<file path="config.mk">
export PLATFORM = sky130hd
export DESIGN_NAME = mem_access_ctrl
export DESIGN_NICKNAME = d
export VERILOG_FILES = /design/src/rtl/mem_access_ctrl.sv
export SDC_FILE = /design/constraint.sdc
export NUM_CORES = 1
export LEC_CHECK = 0
export CORE_MARGIN = 3
export CORE_UTILIZATION = 36
export CTS_BUF_LIST = sky130_fd_sc_hd__clkbuf_16
export DETAILED_ROUTE_END_ITERATION = 16
export HOLD_SLACK_MARGIN = 0.06
export PLACE_DENSITY = 0.79
export SYNTH_ARGS = -nofsm -noshare
export SYNTH_HDL_FRONTEND = slang
export SYNTH_SLANG_ARGS = --single-unit
export TNS_END_PERCENT = 10
</file>
<file path="constraint.sdc">
create_clock -name clk -period 1.6 [get_ports clk]
set_input_delay 0.48 -clock clk [delete_from_list [all_inputs] [get_ports clk]]
set_output_delay 0.48 -clock clk [all_outputs]
set_load 0.02 [all_outputs]
</file>
<file path="src/rtl/mem_access_ctrl.sv">
// MEM-stage data-memory sequencer: req/ack handshake, pipeline stall and registered load return.
// Optional REQ timeout with bus error reporting is enabled by defining MEM_TIMEOUT_EN.
module mem_access_ctrl #(
   parameter int DATA_W         = 32,
   parameter int ADDR_W         = 32,
   parameter int TIMEOUT_CYCLES = 16
) (
   input  logic              clk,
   input  logic              rst,
   input  logic              mem_valid,
   input  logic              mem_mem_read,
   input  logic              mem_mem_write,
   input  logic [ADDR_W-1:0] mem_addr,
   input  logic [DATA_W-1:0] mem_wdata,
   output logic              dmem_req,
   output logic              dmem_we,
   output logic [ADDR_W-1:0] dmem_addr,
   output logic [DATA_W-1:0] dmem_wdata,
   input  logic              dmem_ack,
   input  logic [DATA_W-1:0] dmem_rdata,
   output logic              stall,
   output logic              wb_bubble,
   output logic [DATA_W-1:0] load_data,
   output logic              ld_valid,
   output logic              busy,
   output logic              bus_err
);

   typedef enum logic [1:0] {
      IDLE = 2'd0,
      REQ  = 2'd1,
      DONE = 2'd2
   } state_t;

   state_t state, state_nxt;
   logic   access;
   logic   tmo_expire;

   assign access = mem_valid & (mem_mem_read | mem_mem_write);

`ifdef MEM_TIMEOUT_EN
   localparam int CNT_W = $clog2(TIMEOUT_CYCLES + 1);
   localparam logic [CNT_W-1:0] TMO_LAST = CNT_W'(TIMEOUT_CYCLES - 1);

   logic [CNT_W-1:0] tmo_cnt;
   logic             err_q;

   // Counter sits at zero outside REQ, so it is already clear on REQ entry.
   always_ff @(posedge clk or negedge rst) begin
      if (!rst) begin
         tmo_cnt <= '0;
      end else if (state != REQ) begin
         tmo_cnt <= '0;
      end else if (!dmem_ack) begin
         tmo_cnt <= tmo_cnt + CNT_W'(1);
      end
   end

   // Expiry is only acted on in the ack-less final cycle, so a late ack still wins.
   assign tmo_expire = (state == REQ) & ~dmem_ack & (tmo_cnt == TMO_LAST);

   // The cycle after expiry is always DONE, so this register is the bus_err pulse.
   always_ff @(posedge clk or negedge rst) begin
      if (!rst) begin
         err_q <= 1'b0;
      end else begin
         err_q <= tmo_expire;
      end
   end

   assign bus_err = err_q;
`else
   assign tmo_expire = 1'b0;
   assign bus_err    = 1'b0;
`endif

   // NOTE: sequential state uses non-blocking assignments so every flop samples pre-edge values.
   always_ff @(posedge clk or negedge rst) begin
      if (!rst) begin
         state <= IDLE;
      end else begin
         state <= state_nxt;
      end
   end

   // NOTE: defaults come first so no path through the case can infer a latch.
   always_comb begin
      state_nxt = state;
      stall     = 1'b0;
      case (state)
         IDLE: begin
            // Gated by reset so stall reads 0 while reset is held, even with access present.
            stall = access & rst;
            if (access) state_nxt = REQ;
         end
         REQ: begin
            stall = 1'b1;
            if (dmem_ack || tmo_expire) state_nxt = DONE;
         end
         DONE: begin
            state_nxt = IDLE;
         end
         default: begin
            state_nxt = IDLE;
         end
      endcase
   end

   // Request fields are captured once at issue and held for the whole REQ phase.
   always_ff @(posedge clk or negedge rst) begin
      if (!rst) begin
         dmem_we    <= 1'b0;
         dmem_addr  <= '0;
         dmem_wdata <= '0;
      end else if (state == IDLE && access) begin
         dmem_we    <= mem_mem_write;
         dmem_addr  <= mem_addr;
         dmem_wdata <= mem_wdata;
      end
   end

   always_ff @(posedge clk or negedge rst) begin
      if (!rst) begin
         load_data <= '0;
      end else if (state == REQ && dmem_ack && !dmem_we) begin
         load_data <= dmem_rdata;
      end else if (tmo_expire) begin
         load_data <= '0;
      end
   end

   assign dmem_req  = (state == REQ);
   assign ld_valid  = (state == DONE) & ~dmem_we;
   assign busy      = (state != IDLE);
   assign wb_bubble = stall;

endmodule

</file>
---- Yosys cells after proc, flatten, opt, wreduce, memory -nomap -nowiden ----
Cells that the tools add are included.
cells by class
  multiplexer cells ....................... 4
  reductions and logical operators ........ 7
  bitwise gates (word level) .............. 5
  eq/ne operators ......................... 4
operators by type and width
  operator            number
  $mux 2              2
  $pmux 2 s2          1
  $and 1x1->1         3
  $logic_and 1x1->1   3
  $eq 2x1->1 const B  1
  $eq 2x2->1 const B  1
  $logic_not 2->1     1
  $ne 2x1->1 const B  1
  $ne 2x2->1 const B  1
  $pmux 1 s2          1
  $reduce_and 2->1    1
  $reduce_bool 2->1   1
  $logic_not 1->1     1
  $not 1->1           1
  $or 1x1->1          1
storage, ports and cells
  input port bits ......................... 102
  logic and storage cells ................. 25
  bits in registers ....................... 99

---- Logic depth before layout (Yosys ltp) ----
Gate-level depths: netlist (run 1).
  depth in word-level cells ............... 4
  depth in mapped cells ................... 5
  mapped depth without buffers ............ 3

---- Worst setup path after synthesis (run 1) ----
Ideal clock, no wire load.
  path kind ............................... input port to output port
  start ................................... in mem_mem_write
  end ..................................... out wb_bubble
  stages .................................. 4
  path buffers ............................ 1
  setup slack ............................. -0.074 ns
  data arrival time ....................... 1.194 ns
  cells stage by stage .................... o21a_1 > a21oi_1 > nor2_1 > buf_4
between the ends
  word-level cells in the longest chain between the ends .. 4
RTL lines
  what                RTL line  text
  start: declaration  12        input logic mem_mem_write,
  $or 1x1->1          39        assign access = mem_valid & (mem_mem_read | mem_mem_write);
  $and 1x1->1         39
  $and 1x1->1         93        stall = access & rst;
  $pmux 1 s2          90        case (state)
  end: declaration    22        output logic wb_bubble,
No other way between the ends.

---- Worst setup path in the final report (run 1) ----
  start ................................... reg state[1]
  end ..................................... out busy
between the ends
  word-level cells in the longest chain between the ends .. 1
RTL lines
  what                      RTL line  text
  start: declaration        35        state_t state, state_nxt;
  start signal: assignment  82        state <= state_nxt;
  $reduce_bool 2->1         134       assign busy = (state != IDLE);
  end: declaration          25        output logic busy,
No other way between the ends.

==> results of run 1 <==
-- metrics by stage --
step,setup WS [ns],hold WS [ns],setup TNS (ns)
global route,-0.108,0.280,-4.10
floorplan,0.0419,0.184,0
CTS,-0.100,0.266,-3.54
detailed placement,-0.871,0.476,-56.20
global placement,-0.862,0.467,-51.40
finish,-0.0691,0.248,-0.977
-- flip-flops by register name, indices dropped and copies added (netlist names) --
register,cells
dmem_addr,32
dmem_wdata,32
load_data,32
state,2
dmem_we,1
-- metal layers --
layer	global-route usage, %	wire length, µm	up-vias
met2	28.3	5530	118
li1	-	-	1193
met5	0	0	-
met3	5.53	738	7
met1	18.3	4360	1375
met4	4.93	68	0
-- Yosys cell counts, drive strengths merged --
cell type	number	area share, %
inv	1	0.095
dfrtp	99	63
nor2b	2	0.70
buf	13	4.0
nor3b	1	0.19
nor2	1	0.095
mux2	97	31
a21oi	1	0.13
o21a	1	0.19
a21o	1	0.19
and2b	1	0.22
or2	1	0.22
and3b	1	0.22
conb	1	0.095
-- final cells by class --
cell class | count | area share [%]
Inverter | 1 | 0.0568
Multi-Input combinational cell | 108 | 23.2
Clock buffer | 9 | 3.41
Clock inverter | 6 | 1.23
Tap cell | 136 | 2.57
Timing Repair Buffer | 217 | 32.0
Sequential cell | 99 | 37.5
-- critical path: cells and delay by family, from the launching register on --
family	cells	cell delay (ns)
buffers and inverters	1	0.14
DFF	1	0.44
and+or+nand+nor	1	0.28
-- worst max-delay path by stage --
stage | end | slack (ns) | depth (start not counted)
floorplan | wb_bubble | 0.04 | 4
global placement | wb_bubble | -0.86 | 5
detailed placement | wb_bubble | -0.87 | 5
CTS | busy | -0.1 | 2
global route | busy | -0.11 | 2
finish | busy | -0.07 | 2
-- kinds of logic (layout without fill, tap and decap cells) --
logic type             Yosys count  count (layout)  share of synthesized area [%]
flip-flops                      99              99                           63.0
multiplexers                    97              97                           30.6
buffers and inverters           14             233                           4.10
AND/OR/NAND/NOR                  7               7                           1.65
AO/OA/AOI/OAI                    3               3                          0.509
other                            1               1                         0.0954
-- report_power, final --
part / internal, mW / switching, mW / total (mW) / leakage (nW)
logic: 2.69 / 2.41 / 5.11 / 1.79
clock network: 1.35 / 0.866 / 2.21 / 0.149
registers: 3.51 / 0.528 / 4.04 / 1.17
-- what timing repair did --
| action | CTS | global route |
|---|---|---|
| pin swaps | 5 | 1 |
| gates resized for setup | 144 | 74 |
| cloned | 0 | 3 |
| hold endpoints to repair | 0 | 0 |
| buffers inserted | 3 | 1 |
| setup endpoints to repair | 199 | 103 |
==> out/qor.yml, run 1 <==
final_cell_mix: "dfrtp_1 (97), clkdlybuf4s50_1 (96), dlygate4sd2_1 (96), mux2_4 (91), clkbuf_16 (11)"
final_area_um2: 6610
grt_pass1_wl_um: 15700
period_share_pct: 104
grt_max_degree: 56
drv_slew: 0
via_per_inst: 4.68
finalHoldViolations: 0
num_rows: 37
grt_pass1_vias: 2894
start_util_pct: 37.6
avgSynthCellArea_um2: 17.8
outcome: "finished with violations"
clock-sinks: 99
portBuffers: 203
dr.pass1.iters: 4
cp-end-kind: "output pin"
leakage_nw: 3.10
synthesis.nets: 323
insertedDiodeCount: 0
finalPower_mw: 11.4
antenna_left: 0
rsz0062_at_grt: "true"
dp_hpwl_um: 7360
clockBufferDepth: 2
vdd_drop_max_mv: 0.786
place.gp.congestion: 0.798
setup_viol: 44
seq_area_frac_synth_pct: 63.0
io_pins: 205
fin_crit_ns: 1.67
pwr_density_cell_nw_per_um2: 1720
worstPathCellList: "or2_4 > buf_6"
dieArea_um2: 12200
arrival_ns: 1.19
critPathMaxFanout: 5
hp-class: "input pin to async pin"
regArea_um2: 2480
cts.clk_slew.worst_paths_ns: 0.06
die_h_um: 111
syn2layout_area_growth_pct: 68.2
ys_ff_latch: 99
wl_um: 10700
die-width_um: 111
wl_per_cell_um: 18.6
r2r-end: "dmem_addr[2]"
required_ns: 1.12
synth_warnings: 0
slew_headroom_pct: 61.4
cp_slowest_cell: "dfrtp_2"
place_area_um2: 6050
slowest_delay_ns: 0.44
cts_tree: "built"
drtIter0Drc: 123
antenna_found_initial: 0
crit_type: "register to output pin"
ctsHoldBuffers: 0
final_common_cell: "dfrtp_1"
num-nets-final: 538
insertion_delay_ns: 0.33
dp.cells: 554
rrSetupSlack_ns: -0.06
coreArea_um2: 10500
root_buffer: "clkbuf_16"
final.setup.worst_slack_ns: -0.0691
failed_checks: "setup timing"
start_kind: "register"
cts_buffers: 9
drv_cap: 0
r2r_start: "state[1]"
htree_levels: 3
synthCells: 221
post-route-util_pct: 63.2
grt.overflow.total: 0
ys_types: 18
synth_area_um2: 3930
drcViolationCount: 0
clock_skew_ns: 0.00520
final_cells: 576
multiInputGateArea_um2: 1530
grtUsageTotal_pct: 16.1
vias: 2693
tightest_slew_ns: 0.579
fillers: 836
max_freq_mhz: 599
ff2ff_path_depth: 5
drive_above_1_share_pct: 31.8
cp-startpoint: "state[1]"
No activity file was read; power rests on OpenSTA's default activity.
==> run 2, diff against run 1 <==
--- a/config.mk
+++ b/config.mk
@@ -6,11 +6,12 @@
 export NUM_CORES = 1
 export LEC_CHECK = 0
 export CORE_MARGIN = 3
-export CORE_UTILIZATION = 36
+export CORE_UTILIZATION = 50
 export CTS_BUF_LIST = sky130_fd_sc_hd__clkbuf_16
 export DETAILED_ROUTE_END_ITERATION = 16
+export DONT_BUFFER_PORTS = 1
 export HOLD_SLACK_MARGIN = 0.06
-export PLACE_DENSITY = 0.79
+export PLACE_DENSITY = 0.7
 export SYNTH_ARGS = -nofsm -noshare
 export SYNTH_HDL_FRONTEND = slang
 export SYNTH_SLANG_ARGS = --single-unit
==> run 2 against run 1 <==
Net effect:
- worst setup slack worse by 0.0072 ns
- the run ends with hold timing, setup timing left
- global-route usage is 0.79 points higher
- via count is 33% lower
- routed wire length is 29% lower
- clock power is 2% higher
- core utilization is 4.5 points lower
- largest cell class unchanged
==> out/qor.yml, run 2 (synthesis results as in run 1) <==
outcome: "finished with violations"
failed_checks: "hold timing, setup timing"
wl_per_cell_um: 22.6  # +22%
portBuffers: 0  # -100%
drcViolationCount: 0  # unchanged
die_h_um: 94.7  # -14%
ff2ff_path_depth: 4  # -1
finalHoldViolations: 99  # +99
num-nets-final: 332  # -38%
antenna_found_initial: 0  # unchanged
clockBufferDepth: 2  # unchanged
clock_skew_ns: 0.00623  # +0.00103 ns
pwr_density_cell_nw_per_um2: 2140  # +25%
drive_above_1_share_pct: 42.1  # +10 points
required_ns: 1.12  # about the same
coreArea_um2: 7450  # -29%
drv_cap: 0  # unchanged
setup_viol: 7  # -84%
drtIter0Drc: 52  # -58%
final_cell_mix: "dfrtp_1 (99), mux2_2 (37), mux2_4 (31), mux2_1 (29), clkbuf_16 (9)"
vias: 1817  # -33%
via_per_inst: 5.44  # +16%
final_common_cell: "dfrtp_1"
holdWs_ns: -0.161  # -0.408 ns
grt_pass1_vias: 2078  # -28%
rrSetupSlack_ns: -0.01  # +0.05 ns
dp.cells: 318  # -43%
start_util_pct: 52.8  # +15 points
hp-class: "input pin to async pin"
crit_type: "register to output pin"
place.gp.congestion: 0.682  # -15%
fillers: 583  # -30%
drv_slew: 0  # unchanged
final_cells: 334  # -42%
grt.overflow.total: 0  # unchanged
period_share_pct: 105  # +0.45 points
final.setup.worst_slack_ns: -0.0763  # -0.00725 ns
insertedDiodeCount: 0  # unchanged
cts.clk_slew.worst_paths_ns: 0.07  # about the same
cts_tree: "built"
r2r_start: "state[1]"
dr.pass1.iters: 3  # -1
r2r-end: "dmem_addr[15]"
dp_hpwl_um: 5470  # -26%
leakage_nw: 1.91  # -38%
max_freq_mhz: 597  # -0.43%
grt_pass1_wl_um: 11300  # -28%
vdd_drop_max_mv: 1.10  # +40%
htree_levels: 3  # unchanged
cp-end-kind: "output pin"
grtUsageTotal_pct: 16.9  # +0.79 points
die-width_um: 94.7  # -14%
wl_um: 7540  # -29%
reg_top3: "dmem_addr (32), dmem_wdata (32), load_data (32)"
critPathMaxFanout: 4  # -1
start_kind: "register"
io_pins: 205  # unchanged
clock-sinks: 99  # unchanged
fin_crit_ns: 1.68  # +0.00725 ns
rsz0062_at_grt: "true"
post-route-util_pct: 58.7  # -4.5 points
num_rows: 31  # -16%
root_buffer: "clkbuf_16"
arrival_ns: 1.20  # about the same
insertion_delay_ns: 0.33  # about the same
antenna_left: 0  # unchanged
grt_max_degree: 101  # +80%
syn2layout_area_growth_pct: 11.2
dieArea_um2: 8970  # -27%
cts_buffers: 9  # unchanged
[run 2: cell types whose count changed in the layout (fill, tap and decap cells not counted), sizes merged]
cell / previous run / this run
clkdlybuf4s50: 96 / 0
dlygate4sd2: 96 / 0
buf: 22 / 11
clkbuf: 11 / 9
clkinv: 3 / 4
clkdlybuf4s15: 1 / 0
[run 2: timing repair]
action | CTS | global route
setup buffers | 0 | 0
pin swaps | 1 | 0
endpoints found under the hold margin | 99 | 99
gates resized for setup | 3 | 2
cloned | 0 | 0
endpoints found under the setup margin | 8 | 50
[run 2: per-layer routing]
layer | global-route usage (%) | share of wire, % | routed length, µm
met2 | 28.6 | 53 | 3990
met3 | 8.21 | 12 | 919
met1 | 18.1 | 34 | 2570
met4 | 6.49 | 0.85 | 64
met5 | 0 | 0 | 0
[run 2: area by class of cell]
| type | instances | area, µm² | area share, % |
|---|---|---|---|
| flip-flops and latches | 99 | 2480 | 56.6 |
| multi-input cells | 108 | 1310 | 30.0 |
| well taps | 99 | 124 | 2.83 |
| clock inverters | 7 | 92.6 | 2.12 |
| clock buffers | 9 | 225 | 5.15 |
| inverters | 1 | 3.75 | 0.0858 |
| repair buffers | 11 | 140 | 3.20 |
[run 2: stage by stage]
step	setup TNS [ns]	worst slack, ns	area [µm²]	total power, mW
floorplan	0	0.0419	3940	6.70
global placement	0	0.0290	4030	7.07
detailed placement	0	0.000563	4030	7.15
CTS	-0.315	-0.112	4360	9.47
global route	-2.27	-0.131	4370	9.80
finish	-0.265	-0.0763	4370	9.36
[run 2: critical path, stage by stage, from the launching register on]
cell	delay (ns)
dfrtp_1	0.41
buf_6	0.14
nor3b_4	0.18
buf_6	0.14
[run 2: where the power goes]
part	total (mW)	internal, mW	switching, mW
combinational	1.60	1.11	0.494
clock	2.26	1.36	0.893
sequential	5.50	3.50	2.00
total	9.36	5.97	3.38
[run 2: worst max-delay path by stage]
stage | slack [ns] | cells past startpoint | startpoint | endpoint
final | -0.08 | 3 | state[0] | ld_valid
after global placement | 0.03 | 4 | mem_mem_write | dmem_addr[15]
after CTS | -0.11 | 3 | state[0] | ld_valid
after floorplan | 0.04 | 4 | mem_mem_write | wb_bubble
after detailed placement | 0.0006 | 4 | mem_mem_write | dmem_addr[14]
after global routing | -0.13 | 3 | state[0] | ld_valid
==> run 3, diff against run 2 <==
--- a/config.mk
+++ b/config.mk
@@ -6,12 +6,12 @@
 export NUM_CORES = 1
 export LEC_CHECK = 0
 export CORE_MARGIN = 3
-export CORE_UTILIZATION = 50
+export CORE_UTILIZATION = 55
 export CTS_BUF_LIST = sky130_fd_sc_hd__clkbuf_16
 export DETAILED_ROUTE_END_ITERATION = 16
 export DONT_BUFFER_PORTS = 1
 export HOLD_SLACK_MARGIN = 0.06
-export PLACE_DENSITY = 0.7
+export PLACE_DENSITY = 0.75
 export SYNTH_ARGS = -nofsm -noshare
 export SYNTH_HDL_FRONTEND = slang
 export SYNTH_SLANG_ARGS = --single-unit
==> run 3 against run 2 <==
Net effect:
- global-route usage up 0.89 points
- critical path depth is the same
- register-to-register slack is essentially flat
- largest cell class unchanged
- core utilization is 4.6 points higher
- routed wire length shrank 4.0%
- via count is 0.61% higher
- sequential power barely moved
- power down 1.9%
- cell area shrank 0.54%
- sequential share of layout area up 0.31 points
- the run still ends with hold timing, setup timing left
- highest routed layer unchanged
- flip-flop and latch count is the same
==> out/qor.yml, run 3 (synthesis results as in run 1) <==
crit_type: "register to output pin"
start_kind: "register"
hp-class: "input pin to async pin"
drcViolationCount: 0  # unchanged
grt_pass1_wl_um: 11400  # +0.42%
insertion_delay_ns: 0.33  # about the same
drv_cap: 0  # unchanged
fin_setup_tns_ns: -0.233  # +0.0312 ns
grt_pass1_vias: 2106  # +1.3%
reg_top3: "dmem_addr (32), dmem_wdata (32), load_data (32)"
cts.clk_slew.worst_paths_ns: 0.07  # about the same
io_pins: 205  # unchanged
period_share_pct: 103  # -1.4 points
final.setup.worst_slack_ns: -0.0547  # +0.0216 ns
cp.depth: 3  # unchanged
rsz0062_at_grt: "true"
dp.cells: 316  # -0.63%
antenna_found_initial: 0  # unchanged
start_util_pct: 57.2  # +4.4 points
leakage_nw: 1.91  # -0.25%
crit_buf_inv: 2  # unchanged
pwr_density_cell_nw_per_um2: 2110  # -1.4%
drtIter0Drc: 43  # -17%
htree_levels: 3  # unchanged
coreArea_um2: 6870  # -7.8%
wl_per_cell_um: 21.8  # -3.4%
num-nets-final: 333  # +0.30%
slowest_delay_ns: 0.41  # about the same
grtUsageTotal_pct: 17.8  # +0.89 points
final_cell_mix: "dfrtp_1 (99), mux2_2 (37), mux2_4 (31), mux2_1 (29), clkbuf_16 (9)"
grt_max_degree: 101  # unchanged
vdd_drop_max_mv: 0.909  # -17%
failed_checks: "hold timing, setup timing"
cts_tree: "built"
cp_slowest_cell: "dfrtp_1"
arrival_ns: 1.17  # -0.03 ns
final_common_cell: "dfrtp_1"
finalHoldViolations: 99  # unchanged
drive_above_1_share_pct: 42.4  # +0.25 points
wl_um: 7240  # -4.0%
syn2layout_area_growth_pct: 10.6
clockBufferDepth: 2  # unchanged
required_ns: 1.12  # about the same
vias: 1828  # +0.61%
num_rows: 30  # -3.2%
setup_viol: 8  # +1
dp_hpwl_um: 5310  # -2.8%
worstPathCellList: "buf_6 > nor3b_2 > buf_4"
holdWs_ns: -0.162  # -0.00104 ns
root_buffer: "clkbuf_16"
insertedDiodeCount: 0  # unchanged
die-width_um: 90.6  # -4.4%
post-route-util_pct: 63.3  # +4.6 points
clock-sinks: 99  # unchanged
max_freq_mhz: 604  # +1.3%
ff2ff_path_depth: 4  # unchanged
drv_slew: 0  # unchanged
antenna_left: 0  # unchanged
die_h_um: 90.6  # -4.4%
grt.overflow.total: 0  # unchanged
portBuffers: 0  # unchanged
dr.pass1.iters: 4  # +1
fin_crit_ns: 1.65  # -0.0216 ns
place.gp.congestion: 0.699  # +2.6%
cts_buffers: 9  # unchanged
dieArea_um2: 8200  # -8.5%
crit_family: "flip-flops"
cp-startpoint: "state[0]"
final_cells: 332  # -0.60%
clock_skew_ns: 0.00670  # +0.000476 ns
outcome: "finished with violations"
cp-end-kind: "output pin"
critPathMaxFanout: 3  # -1
via_per_inst: 5.51  # +1.2%
r2r_start: "state[0]"
-- run 3: repair_timing --
item / in CTS / in global routing
hold endpoints to repair: 99 / 99
setup endpoints to repair: 9 / 72
setup buffers: 0 / 0
pin swaps: 2 / 0
resized for setup: 4 / 1
-- run 3: metal layers --
layer,part of all wire (%),GRT usage [%],routed length [µm],up-vias
met1,35,19.3,2510,919
li1,-,-,-,786
met4,1.3,7.27,95,0
met2,54,31.3,3890,113
met3,10,6.25,745,10
met5,0,0,0,-
-- run 3: cell type report --
class                      instances  area [µm²]
fill                             504        2520
sequential                        99        2480
multi-input combinational        108        1310
clock buffer                       9         225
timing repair buffer              12         148
tap                               96         120
clock inverter                     7        67.6
inverter                           1        3.75
-- run 3: through the flow --
stage / setup WS [ns] / power, mW / instance area, µm²
detailed placement: -0.00229 / 7.16 / 4040
finish: -0.0547 / 9.18 / 4350
floorplan: 0.0419 / 6.70 / 3940
global route: -0.104 / 9.60 / 4350
CTS: -0.0684 / 9.30 / 4350
global placement: 0.0156 / 7.06 / 4040
-- run 3: power breakdown --
| group | switching (mW) | internal [mW] |
|---|---|---|
| clock network | 0.876 | 1.21 |
| logic | 0.476 | 1.11 |
| registers | 2.01 | 3.50 |
-- run 3: final timing paths --
check | end | slack (ns)
worst max-delay path | ld_valid | -0.05
min in group clk | dmem_addr[7] | 0.28
worst min-delay path | dmem_wdata[14] | -0.16
max in group asynchronous | state[1] | 1.65
worst min register to register | state[1] | 0.61
worst max register to register | dmem_addr[14] | 0
